**src/rtl/chebyshev_pkg.sv**
```systemverilog
// Shared types and constants for the instruction sequencer.
// Also holds the regfile source-field positions used to decode inst_out.
package chebyshev_pkg;

  localparam int INST_WIDTH     = 32;
  localparam int IMEM_ADDR_BITS = 6;
  localparam int ITER_BITS      = 16;

  localparam int SRC1_MSB = 10;
  localparam int SRC1_LSB = 6;
  localparam int SRC2_MSB = 5;
  localparam int SRC2_LSB = 1;

  typedef enum logic [1:0] {
    S_IDLE,
    S_FILL,
    S_RUN,
    S_DONE
  } seq_state_e;

  function automatic logic [4:0] src1_of(
    input logic [INST_WIDTH-1:0] w
  );
    return w[SRC1_MSB:SRC1_LSB];
  endfunction

  function automatic logic [4:0] src2_of(
    input logic [INST_WIDTH-1:0] w
  );
    return w[SRC2_MSB:SRC2_LSB];
  endfunction

endpackage

```
**src/rtl/inst_mem.sv**
```systemverilog
// Program store: one write port, one registered read port.
// The read register holds its word while re_i is low.
module inst_mem #(
  parameter int W  = 32,
  parameter int AW = 6
) (
  input  logic          clk,
  input  logic          we_i,
  input  logic [AW-1:0] waddr_i,
  input  logic [W-1:0]  wdata_i,
  input  logic          re_i,
  input  logic [AW-1:0] raddr_i,
  output logic [W-1:0]  rdata_o
);

  logic [W-1:0] mem_q [2**AW];
  logic [W-1:0] rdata_q;

  // Write port
  always_ff @(posedge clk) begin
    if (we_i) mem_q[waddr_i] <= wdata_i;
  end

  // Read port, enabled so a stalled word stays put
  always_ff @(posedge clk) begin
    if (re_i) rdata_q <= mem_q[raddr_i];
  end

  assign rdata_o = rdata_q;

endmodule

```
**src/rtl/inst_sequencer.sv**
```systemverilog
// Loads a program, then replays it iter_count times, one word/cycle.
// inst_out is the RAM read register, gated to zero when not valid.
module inst_sequencer #(
  parameter int INST_WIDTH     = chebyshev_pkg::INST_WIDTH,
  parameter int IMEM_ADDR_BITS = chebyshev_pkg::IMEM_ADDR_BITS,
  parameter int ITER_BITS      = chebyshev_pkg::ITER_BITS
) (
  input  logic                  clk,
  input  logic                  rst,
  input  logic                  prog_we,
  input  logic [INST_WIDTH-1:0] prog_din,
  input  logic                  prog_clr,
  output logic                  prog_full,
  input  logic                  start,
  input  logic [ITER_BITS-1:0]  iter_count,
  input  logic                  abort,
  input  logic                  stall,
  output logic [INST_WIDTH-1:0] inst_out,
  output logic                  inst_valid,
  output logic [ITER_BITS-1:0]  iter_idx,
  output logic                  busy,
  output logic                  done
);
  import chebyshev_pkg::*;

  localparam int AW    = IMEM_ADDR_BITS;
  localparam int LW    = IMEM_ADDR_BITS + 1;
  localparam int DEPTH = 2**IMEM_ADDR_BITS;

  seq_state_e           state_q, state_d;
  logic [LW-1:0]        len_q, len_d;
  logic [AW-1:0]        pc_q, pc_d;
  logic [ITER_BITS-1:0] iter_q, iter_d;
  logic [ITER_BITS-1:0] iters_q, iters_d;
  logic                 valid_q, valid_d;
  logic                 done_q, done_d;

  logic                  mem_we, mem_re;
  logic [AW-1:0]         mem_ra;
  logic [INST_WIDTH-1:0] mem_rd;

  logic          full, accept, last_pc, last_it;
  logic [LW-1:0] len_m1;

  assign full    = (len_q == LW'(DEPTH));
  assign len_m1  = len_q - LW'(1);
  assign last_pc = ({1'b0, pc_q} == len_m1);
  assign last_it = (iter_q == iters_q - 1'b1);
  assign accept  = valid_q & ~stall;

  inst_mem #(
    .W  (INST_WIDTH),
    .AW (AW)
  ) u_mem (
    .clk     (clk),
    .we_i    (mem_we & ~rst),
    .waddr_i (len_q[AW-1:0]),
    .wdata_i (prog_din),
    .re_i    (mem_re & ~rst),
    .raddr_i (mem_ra),
    .rdata_o (mem_rd)
  );

  // Next-state, program loading and read-port control
  always_comb begin
    state_d = state_q;
    len_d   = len_q;
    pc_d    = pc_q;
    iter_d  = iter_q;
    iters_d = iters_q;
    valid_d = valid_q;
    done_d  = 1'b0;
    mem_we  = 1'b0;
    mem_re  = 1'b0;
    mem_ra  = pc_q;
    unique case (state_q)
      S_IDLE: begin
        if (prog_clr) begin
          len_d = '0;
        end else if (prog_we && !full) begin
          mem_we = 1'b1;
          len_d  = len_q + 1'b1;
        end
        if (start) begin
          if (len_q == '0 || iter_count == '0) begin
            done_d = 1'b1;
          end else begin
            iters_d = iter_count;
            pc_d    = '0;
            iter_d  = '0;
            state_d = S_FILL;
          end
        end
      end
      S_FILL: begin
        mem_re  = 1'b1;
        mem_ra  = '0;
        valid_d = 1'b1;
        state_d = S_RUN;
      end
      S_RUN: begin
        if (accept) begin
          if (last_pc && last_it) begin
            valid_d = 1'b0;
            done_d  = 1'b1;
            pc_d    = '0;
            iter_d  = '0;
            state_d = S_DONE;
          end else begin
            if (last_pc) begin
              pc_d   = '0;
              iter_d = iter_q + 1'b1;
            end else begin
              pc_d = pc_q + 1'b1;
            end
            mem_re = 1'b1;
            mem_ra = pc_d;
          end
        end
      end
      S_DONE: begin
        state_d = S_IDLE;
      end
      default: state_d = S_IDLE;
    endcase
    if (abort && state_q != S_IDLE) begin
      state_d = S_IDLE;
      valid_d = 1'b0;
      done_d  = 1'b0;
      pc_d    = '0;
      iter_d  = '0;
      mem_re  = 1'b0;
    end
  end

  // State registers with synchronous reset
  always_ff @(posedge clk) begin
    if (rst) begin
      state_q <= S_IDLE;
      len_q   <= '0;
      pc_q    <= '0;
      iter_q  <= '0;
      iters_q <= '0;
      valid_q <= 1'b0;
      done_q  <= 1'b0;
    end else begin
      state_q <= state_d;
      len_q   <= len_d;
      pc_q    <= pc_d;
      iter_q  <= iter_d;
      iters_q <= iters_d;
      valid_q <= valid_d;
      done_q  <= done_d;
    end
  end

  assign inst_out   = valid_q ? mem_rd : '0;
  assign inst_valid = valid_q;
  assign iter_idx   = iter_q;
  assign busy       = (state_q != S_IDLE);
  assign done       = done_q;
  assign prog_full  = full;

endmodule

```
**config.mk**
```make
export PLATFORM = sky130hd
export DESIGN_NAME = inst_sequencer
export DESIGN_NICKNAME = d
export VERILOG_FILES = /design/src/rtl/chebyshev_pkg.sv /design/src/rtl/inst_mem.sv /design/src/rtl/inst_sequencer.sv
export SDC_FILE = /design/constraint.sdc
export NUM_CORES = 2
export LEC_CHECK = 0
export BUFFER_PORTS_ARGS = -buffer_cell sky130_fd_sc_hd__buf_2
export CORE_UTILIZATION = 45
export DETAILED_ROUTE_END_ITERATION = 7
export GPL_ROUTABILITY_DRIVEN = 0
export GPL_TIMING_DRIVEN = 0
export PLACE_DENSITY = 0.59
export SYNTH_ARGS = -nofsm -noshare
export SYNTH_HDL_FRONTEND = slang
export SYNTH_HIERARCHICAL = 1
export SYNTH_SLANG_ARGS = --single-unit
```
**constraint.sdc**
```tcl
create_clock -name clk -period 15.59 [get_ports clk]
set_clock_uncertainty 0.15 [all_clocks]
set_input_delay 0 -clock clk [delete_from_list [all_inputs] [get_ports clk]]
set_output_delay 0 -clock clk [all_outputs]
set_load 0.02 [all_outputs]
```
==> results.md <==
- H-tree Lvls: 4
- Synth area leader: edfxtp_1
- Core Box Area: 182,000 um^2
- Lkg Pwr: 29.2 nW
- Worst-margin pin slew: 1.49 ns
- WL/cell: 37.0 um
- Area share of fa/ha/maj cells after synthesis: 0.121%
- Syn-to-layout area delta: 16.4%
- Setup WS pre-CTS: 7.68 ns
- RSZ-0062 raised after global routing: no
- Number of synthesized flops with an enable pin: 2,080
- Crit path time final: 8.29 ns
- Slew headroom: 0.361%
- First-pass GRT wire length: 345,000 um
- Compound-cell area share of the yosys netlist: 2.41%
- Flops & latches, synth: 2,129
- Seq/Total Area, Yosys: 76.8%
- Largest net degree at the start of global routing: 65
- Most common cell in the netlist: edfxtp_1
- Failing checks: capacitance limit
- Syn. warnings: 6
- # Max-Cap Violations: 1
- Final hold violations: 0
- Post-CTS Setup Inserts: 0
- Starting Density: 45.5%
- Final setup violation count: 0
- Kind of critical path: reg -> reg
- Post-DP HPWL: 162,000 um
- Startpoint Class: flip-flop
- Final Max Slew Viols: 0
- Status: finished with violations
- Initial antenna violation count: 13
- Post-Route WL: 254,000 um
- CTS sink cnt: 2,129
- Most used DFF post-synth: edfxtp_1
- Row cnt: 156
- Pre-antenna DRT Iters: 7
- Die H: 430 um
- Fraction of layout cells with a size suffix above 1: 26.9%
- Synth top cells by count: edfxtp_1 (2,080), mux4_2 (544), nor2_1 (181)
- Post-Synth Simple-Gate Area: 2.62%
- HP Class: in -> reg
- Port bufs: 105
- PnR worst setup slack: 7.30 ns
- PwrDens: 122 nW/um^2
- CTS tree: done
- Setup tns final: 0 ns
- Achievable Freq: 121 MHz
- Reg clk slew, reported paths: 0.06 ns
- Total track usage: 27.4%
- 1st-iter DRT viols: 6,130
- Util after Layout: 52.9%
- Post-synth top area share: 75.7%
- DIE AREA: 185,000 um^2
- Worst setup EP type: flip-flop
- Fillers: 14,000
- CP max FO: 13
- Avg Inst Size Synth: 21.8 um^2
- Tcrit/Tclk final: 53.2%
- Grt ovf: 0
- Vias in the first global route: 42,000
- Clk_lat worst skew: 0.85 ns
- Post-DP Area: 88,200 um^2
- Combinational family with the most area after synthesis: multiplexers
- Synth area leaders: edfxtp_1 (76%), mux4_2 (15%), mux2i_1 (1.3%)
- Vias: 43,600
- VDD IR-drop max: 0.0000994 V
- Crit path DAT: 8.70 ns
- Syn_nets: 3,854
- CTS Buf Count: 216
- Post-Syn Area: 82,600 um^2
- Fraction of registers with async set/reset: 0%
- Fraction of synthesized cell area in xor and xnor cells: 0.446%
- Post-layout instance area: 96,100 um^2
- Syn Inst Count: 3,791
- Die width: 430 um
- Post-route ant nets: 0
- WP data required: 15.99 ns
- Clk buf depth: 3
- Total I/O pin count: 107
- Mux cell area share after synthesis: 16.2%
- Number of remaining DRC errors: 0
- Root buf cell: clkbuf_16
- Final #Nets: 4,365
- DR vias/cell: 6.36
- Synth cell types: 78
==> sequential cells by signal, summed over array words and instances (netlist names) <==
name	count
done	1
u_mem/rdata_o	32
len_q	7
inst_valid	1
u_mem/mem_q	2048
iters_q	16
state_q	2
iter_idx	16
pc_q	6
==> path summary, 6_finish.rpt <==
path,slack (ns),startpoint,depth (start not counted),endpoint
worst max register to register,7.30,len_q[0],18,u_mem/rdata_o[15]
worst min-delay path,0.10,prog_clr,6,len_q[0]
worst max-delay path,7.30,len_q[0],18,u_mem/rdata_o[15]
worst min register to register,0.38,len_q[6],1,len_q[6]
==> metal layers <==
layer,track usage (%),up-vias,wire length (um)
met1,37.2,23700,98200
met4,10.7,6,10700
met2,43.2,2459,120000
li1,-,17100,-
met5,1.38,-,368
met3,6.40,424,24800
==> report_power, final <==
part,internal (W),switching (W)
registers,0.00630,0.0000216
logic,0.000132,0.000318
clock network,0.00280,0.00217
==> area by class of cell <==
class / count / area (um^2) / area share [%]
well taps: 2370 / 2970 / 3.09
flip-flops and latches: 2129 / 63400 / 66.0
inverters: 17 / 63.8 / 0.0664
repair buffers: 293 / 3290 / 3.43
clock buffers: 282 / 5740 / 5.97
plain buffers: 212 / 1080 / 1.12
clock inverters: 111 / 995 / 1.04
multi-input cells: 1433 / 18500 / 19.2
diodes: 17 / 42.5 / 0.0443
==> worst max-delay path, cell delays in order, from the launching register on <==
cell and delay [ns]:
dfxtp_1 0.77, inv_1 0.18, ha_1 0.29, o21ba_2 0.21, a221o_1 0.35, a222oi_1 0.65, nand2_1 0.20, nor4_1 0.46
a21oi_1 0.22, o21ai_0 0.19, buf_2 0.39, buf_2 0.45, buf_2 0.39, buf_1 0.87, nand3b_1 0.80, o221ai_1 0.63
a21oi_1 0.26, a21oi_1 0.39, nor2_1 0.08
==> cell usage in the layout (no fill, tap or decap), types with 57 or more instances in the layout <==
cell / synthesis / routed
a21oi_1: 82 / 81
buf_12: 0 / 66
buf_2: 58 / 152
clkbuf_1: 89 / 150
clkbuf_16: 0 / 220
dlygate4sd3_1: 1 / 104
edfxtp_1: 2080 / 2080
mux2i_1: 110 / 110
mux4_2: 544 / 544
nand2_1: 57 / 57
nor2_1: 181 / 119
nor2_4: 0 / 62
o22ai_1: 86 / 86
==> cell families after synthesis <==
kind of cell	after synthesis
buffers and inverters	229
flip-flops	2129
adder cells (fa/ha/maj)	8
XOR/XNOR	42
multiplexers	654
AO/OA/AOI/OAI	297
AND/OR/NAND/NOR	432
==> timing repair <==
| item | 4_1_cts | 5_1_grt |
|---|---|---|
| gates resized for setup | 0 | 0 |
| hold buffers | 103 | 0 |
| hold endpoints to repair | 1935 | 0 |
==> metrics by stage <==
step / total power, W / std cells / hold slack, ns
after floorplan: 0.00663 / 3791 / -0.0511
after global placement: 0.00685 / 6266 / 0.105
after detailed placement: 0.00686 / 6350 / 0.113
after CTS: 0.0118 / 6846 / 0.0298
after global routing: 0.0120 / 6849 / 0.117
final: 0.0117 / 6864 / 0.103
No activity file was read; power rests on OpenSTA's default activity.
